**src/rtl/jericalla_pkg.sv**
```systemverilog
// rtl/jericalla_pkg.sv - shared constants, field helpers and state type for the Jericalla sequencer
package jericalla_pkg;

   // Instruction word: op[16:15] rs1[14:10] rs2[9:5] rd[4:0]
   localparam int INSTR_W = 17;
   localparam int REG_W   = 5;

   localparam int OP_MSB  = 16;
   localparam int OP_LSB  = 15;
   localparam int RS1_MSB = 14;
   localparam int RS1_LSB = 10;
   localparam int RS2_MSB = 9;
   localparam int RS2_LSB = 5;
   localparam int RD_MSB  = 4;
   localparam int RD_LSB  = 0;

   localparam logic [1:0] OPC_00 = 2'b00;
   localparam logic [1:0] OPC_01 = 2'b01;
   localparam logic [1:0] OPC_10 = 2'b10;
   localparam logic [1:0] OPC_11 = 2'b11;

   typedef enum logic [1:0] {
      ST_IDLE   = 2'd0,
      ST_RUN    = 2'd1,
      ST_BUBBLE = 2'd2,
      ST_DONE   = 2'd3
   } seq_state_t;

   function automatic logic [REG_W-1:0] fld_rs1(input logic [INSTR_W-1:0] ins);
      return ins[RS1_MSB:RS1_LSB];
   endfunction

   function automatic logic [REG_W-1:0] fld_rs2(input logic [INSTR_W-1:0] ins);
      return ins[RS2_MSB:RS2_LSB];
   endfunction

   function automatic logic [REG_W-1:0] fld_rd(input logic [INSTR_W-1:0] ins);
      return ins[RD_MSB:RD_LSB];
   endfunction

endpackage

```
**src/rtl/jericalla_hazard_unit.sv**
```systemverilog
// rtl/jericalla_hazard_unit.sv - RAW interlock: last-issue record, compare and bubble gap counter (built only with JERICALLA_SEQ_HAZARD_EN)
`ifdef JERICALLA_SEQ_HAZARD_EN
module jericalla_hazard_unit
   import jericalla_pkg::*;
#(
   parameter int HAZ_GAP = 1
)
(
   input  logic             CLK,
   input  logic             RST_N,
   input  logic [REG_W-1:0] i_rs1,
   input  logic [REG_W-1:0] i_rs2,
   input  logic [REG_W-1:0] i_rd,
   input  logic             i_clear,
   input  logic             i_record,
   input  logic             i_load_gap,
   input  logic             i_step,
   output logic             o_raw_hit,
   output logic             o_gap_done
);

   localparam logic [1:0] GAP_INIT = 2'(HAZ_GAP);

   logic [REG_W-1:0] r_last_rd;
   logic             r_last_valid;
   logic [1:0]       r_gap;

   // A new issue overwrites the record; clear only wins when nothing issues
   always_ff @(posedge CLK or negedge RST_N) begin
      if (!RST_N) begin
         r_last_rd    <= '0;
         r_last_valid <= 1'b0;
      end else if (i_record) begin
         r_last_rd    <= i_rd;
         r_last_valid <= 1'b1;
      end else if (i_clear) begin
         r_last_valid <= 1'b0;
      end
   end

   // Gap counter: the entry cycle is the first bubble, so exit happens once it reaches 1
   always_ff @(posedge CLK or negedge RST_N) begin
      if (!RST_N) begin
         r_gap <= '0;
      end else if (i_load_gap) begin
         r_gap <= GAP_INIT;
      end else if (i_step && (r_gap != 2'd0)) begin
         r_gap <= r_gap - 2'd1;
      end
   end

   assign o_raw_hit  = r_last_valid && ((i_rs1 == r_last_rd) || (i_rs2 == r_last_rd));
   assign o_gap_done = (r_gap <= 2'd1);

endmodule
`endif

```
**src/rtl/jericalla_sequencer.sv**
```systemverilog
// rtl/jericalla_sequencer.sv - program memory plus issue FSM feeding Jericalla_Evolution; RAW interlock under JERICALLA_SEQ_HAZARD_EN
module jericalla_sequencer
   import jericalla_pkg::*;
#(
   parameter int INSTR_W    = 17,
   parameter int PROG_DEPTH = 16,
   parameter int HAZ_GAP    = 1
)
(
   input  logic                          CLK,
   input  logic                          RST_N,
   input  logic                          LOAD_EN,
   input  logic [$clog2(PROG_DEPTH)-1:0] LOAD_ADDR,
   input  logic [INSTR_W-1:0]            LOAD_DATA,
   input  logic                          START,
   input  logic [$clog2(PROG_DEPTH):0]   LENGTH,
   input  logic                          HOLD,
   output logic [INSTR_W-1:0]            INSTR_OUT,
   output logic                          INSTR_VALID,
   output logic [$clog2(PROG_DEPTH)-1:0] PC_OUT,
   output logic                          BUSY,
   output logic                          DONE
);

   localparam int AW = $clog2(PROG_DEPTH);
   localparam int LW = AW + 1;

   logic [INSTR_W-1:0] r_mem [PROG_DEPTH];

   seq_state_t         r_state;
   seq_state_t         w_state_nxt;
   logic [AW-1:0]      r_pc;
   logic [LW-1:0]      r_len;
   logic [INSTR_W-1:0] r_instr;
   logic               r_valid;
   logic [AW-1:0]      r_pc_out;
   logic               r_busy;
   logic               r_done;

   logic [AW-1:0]      w_pc_nxt;
   logic [LW-1:0]      w_len_nxt;
   logic [INSTR_W-1:0] w_instr_nxt;
   logic               w_valid_nxt;
   logic [AW-1:0]      w_pc_out_nxt;
   logic               w_busy_nxt;
   logic               w_done_nxt;

   logic [INSTR_W-1:0] w_cur;
   logic               w_last;
   logic               w_issue;
   logic               w_load_gap;
   logic               w_step;
   logic               w_haz_clear;
   logic               w_raw_hit;
   logic               w_gap_done;

   assign w_cur  = r_mem[r_pc];
   assign w_last = ({1'b0, r_pc} == (r_len - LW'(1)));

`ifdef JERICALLA_SEQ_HAZARD_EN
   jericalla_hazard_unit #(
      .HAZ_GAP    (HAZ_GAP)
   ) u_hazard (
      .CLK        (CLK),
      .RST_N      (RST_N),
      .i_rs1      (fld_rs1(w_cur)),
      .i_rs2      (fld_rs2(w_cur)),
      .i_rd       (fld_rd(w_cur)),
      .i_clear    (w_haz_clear),
      .i_record   (w_issue),
      .i_load_gap (w_load_gap),
      .i_step     (w_step),
      .o_raw_hit  (w_raw_hit),
      .o_gap_done (w_gap_done)
   );
`else
   // No interlock: never stall on a hazard, bubble exit is immediate (state unreachable)
   logic w_unused_haz;
   assign w_raw_hit    = 1'b0;
   assign w_gap_done   = 1'b1;
   assign w_unused_haz = (HAZ_GAP != 0) ^ w_load_gap ^ w_step ^ w_haz_clear;
`endif

   // Program memory: host writes land only while the sequencer is idle; not reset
   always_ff @(posedge CLK) begin
      if (LOAD_EN && (r_state == ST_IDLE)) begin
         r_mem[LOAD_ADDR] <= LOAD_DATA;
      end
   end

   // Next-state and next-output decode; every registered output is computed here
   always_comb begin
      w_state_nxt  = r_state;
      w_pc_nxt     = r_pc;
      w_len_nxt    = r_len;
      w_instr_nxt  = '0;
      w_valid_nxt  = 1'b0;
      w_pc_out_nxt = r_pc_out;
      w_busy_nxt   = 1'b1;
      w_done_nxt   = 1'b0;
      w_issue      = 1'b0;
      w_load_gap   = 1'b0;
      w_step       = 1'b0;
      w_haz_clear  = 1'b0;

      case (r_state)
         ST_IDLE: begin
            w_busy_nxt = 1'b0;
            if (START) begin
               w_busy_nxt  = 1'b1;
               w_pc_nxt    = '0;
               w_haz_clear = 1'b1;
               if (LENGTH != '0) begin
                  w_len_nxt   = (LENGTH > LW'(PROG_DEPTH)) ? LW'(PROG_DEPTH) : LENGTH;
                  w_state_nxt = ST_RUN;
               end else begin
                  w_state_nxt = ST_DONE;
               end
            end
         end
         ST_RUN: begin
            if (!HOLD) begin
               if (w_raw_hit) begin
                  w_load_gap  = 1'b1;
                  w_state_nxt = ST_BUBBLE;
               end else begin
                  w_issue = 1'b1;
               end
            end
         end
         ST_BUBBLE: begin
            if (!HOLD) begin
               if (w_gap_done) begin
                  // Leaving the bubble issues the stalled instruction directly
                  w_haz_clear = 1'b1;
                  w_issue     = 1'b1;
               end else begin
                  w_step = 1'b1;
               end
            end
         end
         ST_DONE: begin
            w_done_nxt  = 1'b1;
            w_state_nxt = ST_IDLE;
         end
         default: begin
            w_state_nxt = ST_IDLE;
         end
      endcase

      if (w_issue) begin
         w_valid_nxt  = 1'b1;
         w_instr_nxt  = w_cur;
         w_pc_out_nxt = r_pc;
         w_pc_nxt     = r_pc + AW'(1);
         w_state_nxt  = w_last ? ST_DONE : ST_RUN;
      end
   end

   // FSM state register
   always_ff @(posedge CLK or negedge RST_N) begin
      if (!RST_N) begin
         r_state <= ST_IDLE;
      end else begin
         r_state <= w_state_nxt;
      end
   end

   // Program counter, run length and registered outputs
   always_ff @(posedge CLK or negedge RST_N) begin
      if (!RST_N) begin
         r_pc     <= '0;
         r_len    <= '0;
         r_instr  <= '0;
         r_valid  <= 1'b0;
         r_pc_out <= '0;
         r_busy   <= 1'b0;
         r_done   <= 1'b0;
      end else begin
         r_pc     <= w_pc_nxt;
         r_len    <= w_len_nxt;
         r_instr  <= w_instr_nxt;
         r_valid  <= w_valid_nxt;
         r_pc_out <= w_pc_out_nxt;
         r_busy   <= w_busy_nxt;
         r_done   <= w_done_nxt;
      end
   end

   assign INSTR_OUT   = r_instr;
   assign INSTR_VALID = r_valid;
   assign PC_OUT      = r_pc_out;
   assign BUSY        = r_busy;
   assign DONE        = r_done;

endmodule

```
**config.mk**
```make
export PLATFORM = sky130hd
export DESIGN_NAME = jericalla_sequencer
export DESIGN_NICKNAME = d
export VERILOG_FILES = /design/src/rtl/jericalla_pkg.sv /design/src/rtl/jericalla_hazard_unit.sv /design/src/rtl/jericalla_sequencer.sv
export SDC_FILE = /design/constraint.sdc
export NUM_CORES = 1
export LEC_CHECK = 0
export CELL_PAD_IN_SITES_DETAIL_PLACEMENT = 2
export CELL_PAD_IN_SITES_GLOBAL_PLACEMENT = 2
export CORE_MARGIN = 4
export CORE_UTILIZATION = 30
export DETAILED_ROUTE_END_ITERATION = 6
export PLACE_DENSITY = 0.64
export SLEW_MARGIN = 20
export SYNTH_ARGS = -nofsm -noshare
export SYNTH_HDL_FRONTEND = slang
export SYNTH_SLANG_ARGS = --single-unit
```
**constraint.sdc**
```tcl
create_clock -name CLK -period 4.2 [get_ports CLK]
set_input_delay 0.42 -clock CLK [delete_from_list [all_inputs] [get_ports CLK]]
set_output_delay 0.42 -clock CLK [all_outputs]
set_load 0.1 [all_outputs]
```
Word level (Yosys, flattened, before mapping)
Memories as Yosys holds them, arrays and structs flattened.
Cells that the tools add are included.
Word-level totals
  RAM bits: 272
  memories: 1
  input port bits: 31
  register bits after elaboration: 35
  logic and storage cells: 45
Memories
  r_mem: words 16, bits a word 17, rd ports 1, clocked after Yosys merged registers in 0, write ports 1, line jericalla_sequencer.sv:28  | logic [INSTR_W-1:0] r_mem [PROG_DEPTH];
Operators by class
  mux-type cells: 18
  $lt $le $gt $ge: 1
  reduce and logical (&&, ||, !) cells: 10
  equal/unequal tests: 5
  add/sub/neg operators: 2
Operators by type and width (count)
  $mux W17: 1
  $mux W4: 3
  $mux W1: 8
  $mux W2: 4
  $eq A4 B5 Y1: 1
  $gt A5 B5 Y1 const B: 1
  $mux W5: 1
  $reduce_bool A5 Y1: 1
  $sub A5 B1 Y5 const B: 1
  $add A4 B1 Y4 const B: 1
  $eq A2 B2 Y1 const B: 2
  $pmux W2 S2: 1
  $reduce_and A2 Y1: 2
  $reduce_bool A2 Y1: 2
  $ne A3 B3 Y1 const B: 1
  $reduce_and A3 Y1: 1
  $reduce_bool A3 Y1: 1
  $eq A2 B1 Y1 const B: 1
  $logic_not A2 Y1: 1
  $reduce_or A2 Y1: 1
  $logic_and A1 B1 Y1: 1

Logic depth before layout (Yosys ltp)
Gate-level depths: netlist of run 1.
  word-level depth: 5
  depth in mapped cells: 9

Worst setup path before layout of run 1
OpenSTA, ideal clock, no wires.
  path type: flip-flop to flip-flop
  start: register r_state[0]
  end: memory r_mem[0][0] (enable)
  cell stages (with the launch flop): 7
  path buffers: 1
  slack: 1.318 ns
  arrival: 2.470 ns
  period minus slack after synthesis: 2.882 ns
  cell sequence: dfrtp_1 inv_1 ha_1 clkbuf_1 nand2_1 or3_1 nor3_1
Between the ends
  cells in the longest elaborated chain, start to end: 4
RTL lines
  from (decl): line jericalla_sequencer.sv:30  | seq_state_t r_state;
  from (signal assigned): line jericalla_sequencer.sv:165  | r_state <= w_state_nxt;
  $logic_not A2 Y1: line jericalla_sequencer.sv:86  | if (LOAD_EN && (r_state == ST_IDLE)) begin
  $logic_and A1 B1 Y1: line jericalla_sequencer.sv:86
  $mux W1: line jericalla_sequencer.sv:86
  $mux W1 (implied by the code): line jericalla_sequencer.sv:87  | r_mem[LOAD_ADDR] <= LOAD_DATA;
  to (decl): line jericalla_sequencer.sv:28
No other way between the ends.

Final worst setup path of run 1
  start: register r_state[0]
  end: memory r_mem[2][5] (enable)
Same word-level chain as after synthesis.

==> results of run 1 <==
routing by layer:
metal	vias up	share of wire, %	global-route usage (%)
met5	-	0	0
met4	0	2.0	3.49
met3	41	3.5	2.41
met2	119	51	25.2
met1	3213	44	19.1
li1	2456	-	-
metrics by stage:
stage	util (%)	instances	instance area, um^2
after global placement	34.0	1118	12900
after global routing	36.8	1180	14000
after floorplan	-	556	11600
final	36.8	1180	14000
after CTS	36.8	1179	14000
after detailed placement	34.0	1118	12900
sequential cells by signal (all words and copies together) (netlist names):
name / cells
INSTR_VALID: 1
r_pc: 4
DONE: 1
BUSY: 1
PC_OUT: 4
r_mem: 272
r_state: 2
r_len: 5
INSTR_OUT: 17
worst max-delay path by stage:
stage	end	slack (ns)
after global routing	r_mem[2][14]	1.32
after floorplan	r_mem[0][0]	1.32
after global placement	r_mem[3][5]	1.47
after CTS	r_mem[1][7]	1.48
final	r_mem[2][5]	1.54
after detailed placement	r_mem[1][1]	1.44
Yosys cell counts (all sizes together):
library cell / n
buf: 18
o21ai: 6
o31ai: 4
clkbuf: 7
o21bai: 1
mux4: 67
nor4b: 1
a21oi: 3
o211ai: 1
nand3b: 3
or3: 1
dfrtp: 35
nor3: 8
nand4: 2
or4: 1
inv: 10
a22o: 1
nand2: 40
nand2b: 4
ha: 5
xor2: 5
a22oi: 33
a32o: 1
o22ai: 1
nand3: 1
edfxtp: 272
and3: 1
xnor2: 1
a311oi: 1
nand4b: 2
nor2: 15
nor3b: 1
nor4: 1
mux2i: 3
kinds of logic (layout without fill, tap and decap cells):
group                    count (synthesis)  count (layout)  synth area share, %
flip-flops                             307             307                 77.7
AND/OR/NAND/NOR                         81              81                 3.33
multiplexers                            70              70                 13.2
AO/OA/AOI/OAI                           52              52                 3.19
buffers and inverters                   35             148                 1.53
XOR/XNOR                                 6               6                0.452
adder cells (fa/ha/maj)                  5               5                0.538
worst max-delay path, delay by kind of cell, from the launching register on:
kind | cells | cell delay [ns]
and+or+nand+nor | 3 | 1.42
DFF | 1 | 0.40
adders and majority gates | 1 | 0.35
buffers and inverters | 1 | 0.09
power by group:
group | total (W) | internal, W | switching (W)
logic | 0.00161 | 0.000539 | 0.00107
clock network | 0.00282 | 0.00167 | 0.00115
registers | 0.00359 | 0.00342 | 0.000172
area by class of cell:
cell class	count	area share [%]
flip-flops and latches	307	64.8
multi-input cells	214	17.6
clock buffers	51	7.01
repair buffers	77	5.20
well taps	511	4.58
clock inverters	10	0.520
inverters	10	0.269
what timing repair did:
item / in CTS / in global routing
setup endpoints to repair: 0 / 0
setup buffers: 0 / 0
hold buffers: 0 / 1
endpoints found under the hold margin: 0 / 35
==> flow_metrics.tcl, run 1 <==
set metrics [dict create \
    outcome "completed" \
    io_pins 55 \
    worst_slack_ns 1.54 \
    antennaDiodeCount 0 \
    avgRoutedWirePerCell_um 25.4 \
    drt.antenna.violating_nets 0 \
    start_kind "register" \
    cts_root_buffer "clkbuf_16" \
    layout_commonest_cell "edfxtp_1" \
    cts_max_path_buffers 3 \
    post-route-drc-count 0 \
    vdd_ir_drop_max_mv 0.239 \
    cpPeakStageDelay_ns 0.83 \
    layout_common_cells "edfxtp_1 (272), mux4_2 (67), clkdlybuf4s50_1 (53)" \
    via_per_inst 4.94 \
    regToRegSetupSlack_ns 1.54 \
    via_count 5829 \
    worstMarginPinSlew_ns 1.08 \
    critPathSlowestCell "nor2_2" \
    syn-cell-area_mm2 0.0116 \
    setup-violations-final 0 \
    ys_seq_elements 307 \
    dp_hpwl_um 18100 \
    worst-setup-path-type "reg -> reg" \
    avgSynthCellArea_um2 20.9 \
    first_pass_iters 4 \
    io_buffers 54 \
    post-place-ws_ns 1.44 \
    synth_area_leader_cell "edfxtp_1" \
    grt_pass1_wl_um 45300 \
    synth_area_leaders "edfxtp_1 (70%), mux4_2 (13%), dfrtp_1 (7.5%)" \
    finalHoldWorstSlack_ns 0.458 \
    min_path_type "in -> async" \
    worstPathMaxFanout 17 \
    dieArea_mm2 0.0420 \
    rsz0062_at_grt "false" \
    crit_path_start "r_state[0]" \
    finalCritPeriodShare_pct 63.4 \
    yosysTopAreaCellShare_pct 70.2 \
    total_power_w 0.00803 \
    critPathArrivalTime_ns 2.78 \
    core_region_area_mm2 0.0379 \
    area_delta_synth_final_pct 20.0 \
    routabilityCongestion 0.746 \
    p_leak_nw 4.53 \
    worstPathCellList "inv_1, ha_1, nand2_1, or3_1, nor2_2" \
    slew_headroom_pct 27.8 \
    post_route_cells_drive_above_1_share_pct 23.3 \
    timing.fmax_mhz 375 \
    synth_cell_type_count 40 \
    overflow 0 \
    cts_tree "yes" \
    fin_tns_setup_ns 0 \
    insertion_delay_ns 0.51 \
    start_util_pct 30.7 \
    cts.repair.resized 0 \
    end_kind "register" \
    clock_sinks 307 \
    reg2reg_to "r_mem[2][5]" \
    cellPowerDensity_mw_per_mm2 575 \
    seqCellArea_mm2 0.00905 \
    die_w_um 205 \
    fin_worst_skew_ns 0.0138 \
    r2r_start "r_state[0]" \
    maxSlewViolCount 0 \
    rows 71 \
    ys_seq_area_share_pct 77.7 \
    syn_inst 556 \
    max_cap_violations 0 \
    fillers 3668 \
    multi_input_area_mm2 0.00246 \
    fin_crit_ns 2.66 \
    synth_fp_nets 592 \
    h-tree-depth 2 \
    cts_inserted_buffers 34 \
    grt_usage_pct 14.5 \
    antenna_found_initial 0 \
    grt_pass1_vias 6654 \
    synth_warnings 0 \
    wl_um 30000 \
    worstRegToRegCells 5 \
    cp.required_ns 4.31 \
    grt_max_degree 39 \
    final_nets 680 \
    clk_pin_slew_ns 0.07 \
    first_iter_violations 419 \
    dieHeight_um 205 \
    hold_viol_final 0 \
]
Power figures use the tool's default switching activity.
==> run 2, diff against run 1 <==
==> constraint.sdc (replaced) <==
create_clock -name CLK -period 2.5 [get_ports CLK]
set_input_delay 0.25 -clock CLK [delete_from_list [all_inputs] [get_ports CLK]]
set_output_delay 0.25 -clock CLK [all_outputs]
set_load 0.1 [all_outputs]
==> run 2 against run 1 <==
  * Power up 72%
  * Sequential power up 64%
  * Combinational power up 75%
  * Hold slack worse by 0.20 ns
  * Flip-flop and latch count unchanged
  * Die area unchanged
==> flow_metrics.tcl, run 2 (synthesized netlist as in run 1, its figures left out) <==
set metrics [dict create \
    outcome "completed" \
    core_region_area_mm2 0.0379 \
    start_util_pct 30.7 \
    routabilityCongestion 0.733 \
    p_leak_nw 4.72 \
    cts_root_buffer "clkbuf_16" \
    vdd_ir_drop_max_mv 0.411 \
    via_per_inst 4.86 \
    worstMarginPinSlew_ns 0.610 \
    regMostFlops "r_mem" \
    end_kind "register" \
    first_iter_violations 365 \
    worst_slack_ns 0.276 \
    h-tree-depth 2 \
    timing.fmax_mhz 450 \
    cts.repair.resized 0 \
    finalCritPeriodShare_pct 89.0 \
    crit_path_start "r_state[1]" \
    rsz0062_at_grt "false" \
    cts_tree "yes" \
    worstPathCellList "inv_1, ha_1, nand2_1, or3_1, nor3_2, buf_4" \
    layout_commonest_cell "edfxtp_1" \
    r2r_start "r_state[1]" \
    start_kind "register" \
    final_nets 698 \
    largest_register_ff_count 272 \
    first_pass_iters 4 \
    dp_hpwl_um 18900 \
    setup-violations-final 0 \
    min_path_type "in -> async" \
    area_delta_synth_final_pct 21.8 \
    io_pins 55 \
    cellPowerDensity_mw_per_mm2 977 \
    grt_pass1_vias 6759 \
    grt_pass1_wl_um 45000 \
    die_w_um 205 \
    antenna_found_initial 0 \
    via_count 5836 \
    overflow 0 \
    post-route-drc-count 0 \
    max_cap_violations 0 \
    fin_worst_skew_ns 0.0239 \
    rows 71 \
    layout_common_cells "edfxtp_1 (272), mux4_2 (67), buf_4 (59)" \
    fin_tns_setup_ns 0 \
    cts_setup_buffers 0 \
    avgRoutedWirePerCell_um 25.1 \
    clk_pin_slew_ns 0.06 \
    cts_inserted_buffers 35 \
    wl_um 30100 \
    hold_viol_final 0 \
    worst-setup-path-type "reg -> reg" \
    critPathArrivalTime_ns 2.40 \
    final_util_pct 37.4 \
    dieHeight_um 205 \
    maxSlewViolCount 0 \
    slew_headroom_pct 59.2 \
    grt_usage_pct 14.4 \
    post_route_cells_drive_above_1_share_pct 29.6 \
    drt.antenna.violating_nets 0 \
    dieArea_mm2 0.0420 \
    fin_crit_ns 2.22 \
    path_buf_inv 2 \
    cts_max_path_buffers 3 \
    post-place-ws_ns 0.238 \
    grt_max_degree 75 \
    cpPeakStageDelay_ns 0.46 \
    io_buffers 54 \
    worstPathMaxFanout 17 \
    clock_sinks 307 \
    crit_family "simple AND/OR/NAND/NOR gates" \
    antennaDiodeCount 0 \
    cp.required_ns 2.67 \
    insertion_delay_ns 0.51 \
    finalHoldWorstSlack_ns 0.262 \
    critPathSlowestCell "or3_1" \
]
==> run 2: repair_timing <==
item                       in CTS  in global routing
setup endpoints to repair       0                  0
hold buffers                    1                  0
hold endpoints to repair       19                  0
==> run 2: worst reg2reg max path, stage by stage, from the launching register on <==
cell     delay [ns]
dfrtp_1        0.42
inv_1          0.10
ha_1           0.31
nand2_1        0.11
or3_1          0.46
nor3_2         0.17
buf_4          0.31
==> run 2: worst paths after layout <==
path / endpoint / slack, ns / cells after the start
min in group CLK: r_len[1] / 0.36 / 3
worst min register to register: PC_OUT[3] / 0.49 / 2
worst max-delay path: r_mem[0][4] / 0.28 / 6
worst max register to register: r_mem[0][4] / 0.28 / 6
max in group asynchronous: INSTR_OUT[9] / 1.67 / 3
worst min-delay path: INSTR_OUT[0] / 0.26 / 2
==> run 2: report_power, final <==
part           switching [W]  internal (W)
combinational        0.00194      0.000883
sequential          0.000156       0.00575
clock                0.00202       0.00309
total                0.00412       0.00972
==> run 2: routing by layer <==
metal  global-route usage [%]  vias to the layer above  wire length, um
met5                        0                        -                0
met4                     3.25                        0              547
met3                     2.30                       38             1230
met2                     25.7                      142            15900
met1                     18.4                     3159            12500
li1                         -                     2497                -
==> run 2: area by class of cell <==
class	count	area, um^2
Timing Repair Buffer	94	828
Sequential cell	307	9050
Tap cell	511	639
Clock inverter	21	215
Inverter	10	37.5
Fill cell	3641	23800
Multi-Input combinational cell	214	2460
Clock buffer	43	937
==> run 2: per-stage QoR <==
| stage | instances | total power (W) | instance area, um^2 |
|---|---|---|---|
| after floorplan | 556 | 0.00801 | 11700 |
| after global placement | 1135 | 0.00879 | 13000 |
| after detailed placement | 1135 | 0.00887 | 13000 |
| after CTS | 1200 | 0.0140 | 14200 |
| after global routing | 1200 | 0.0144 | 14200 |
| final | 1200 | 0.0138 | 14200 |
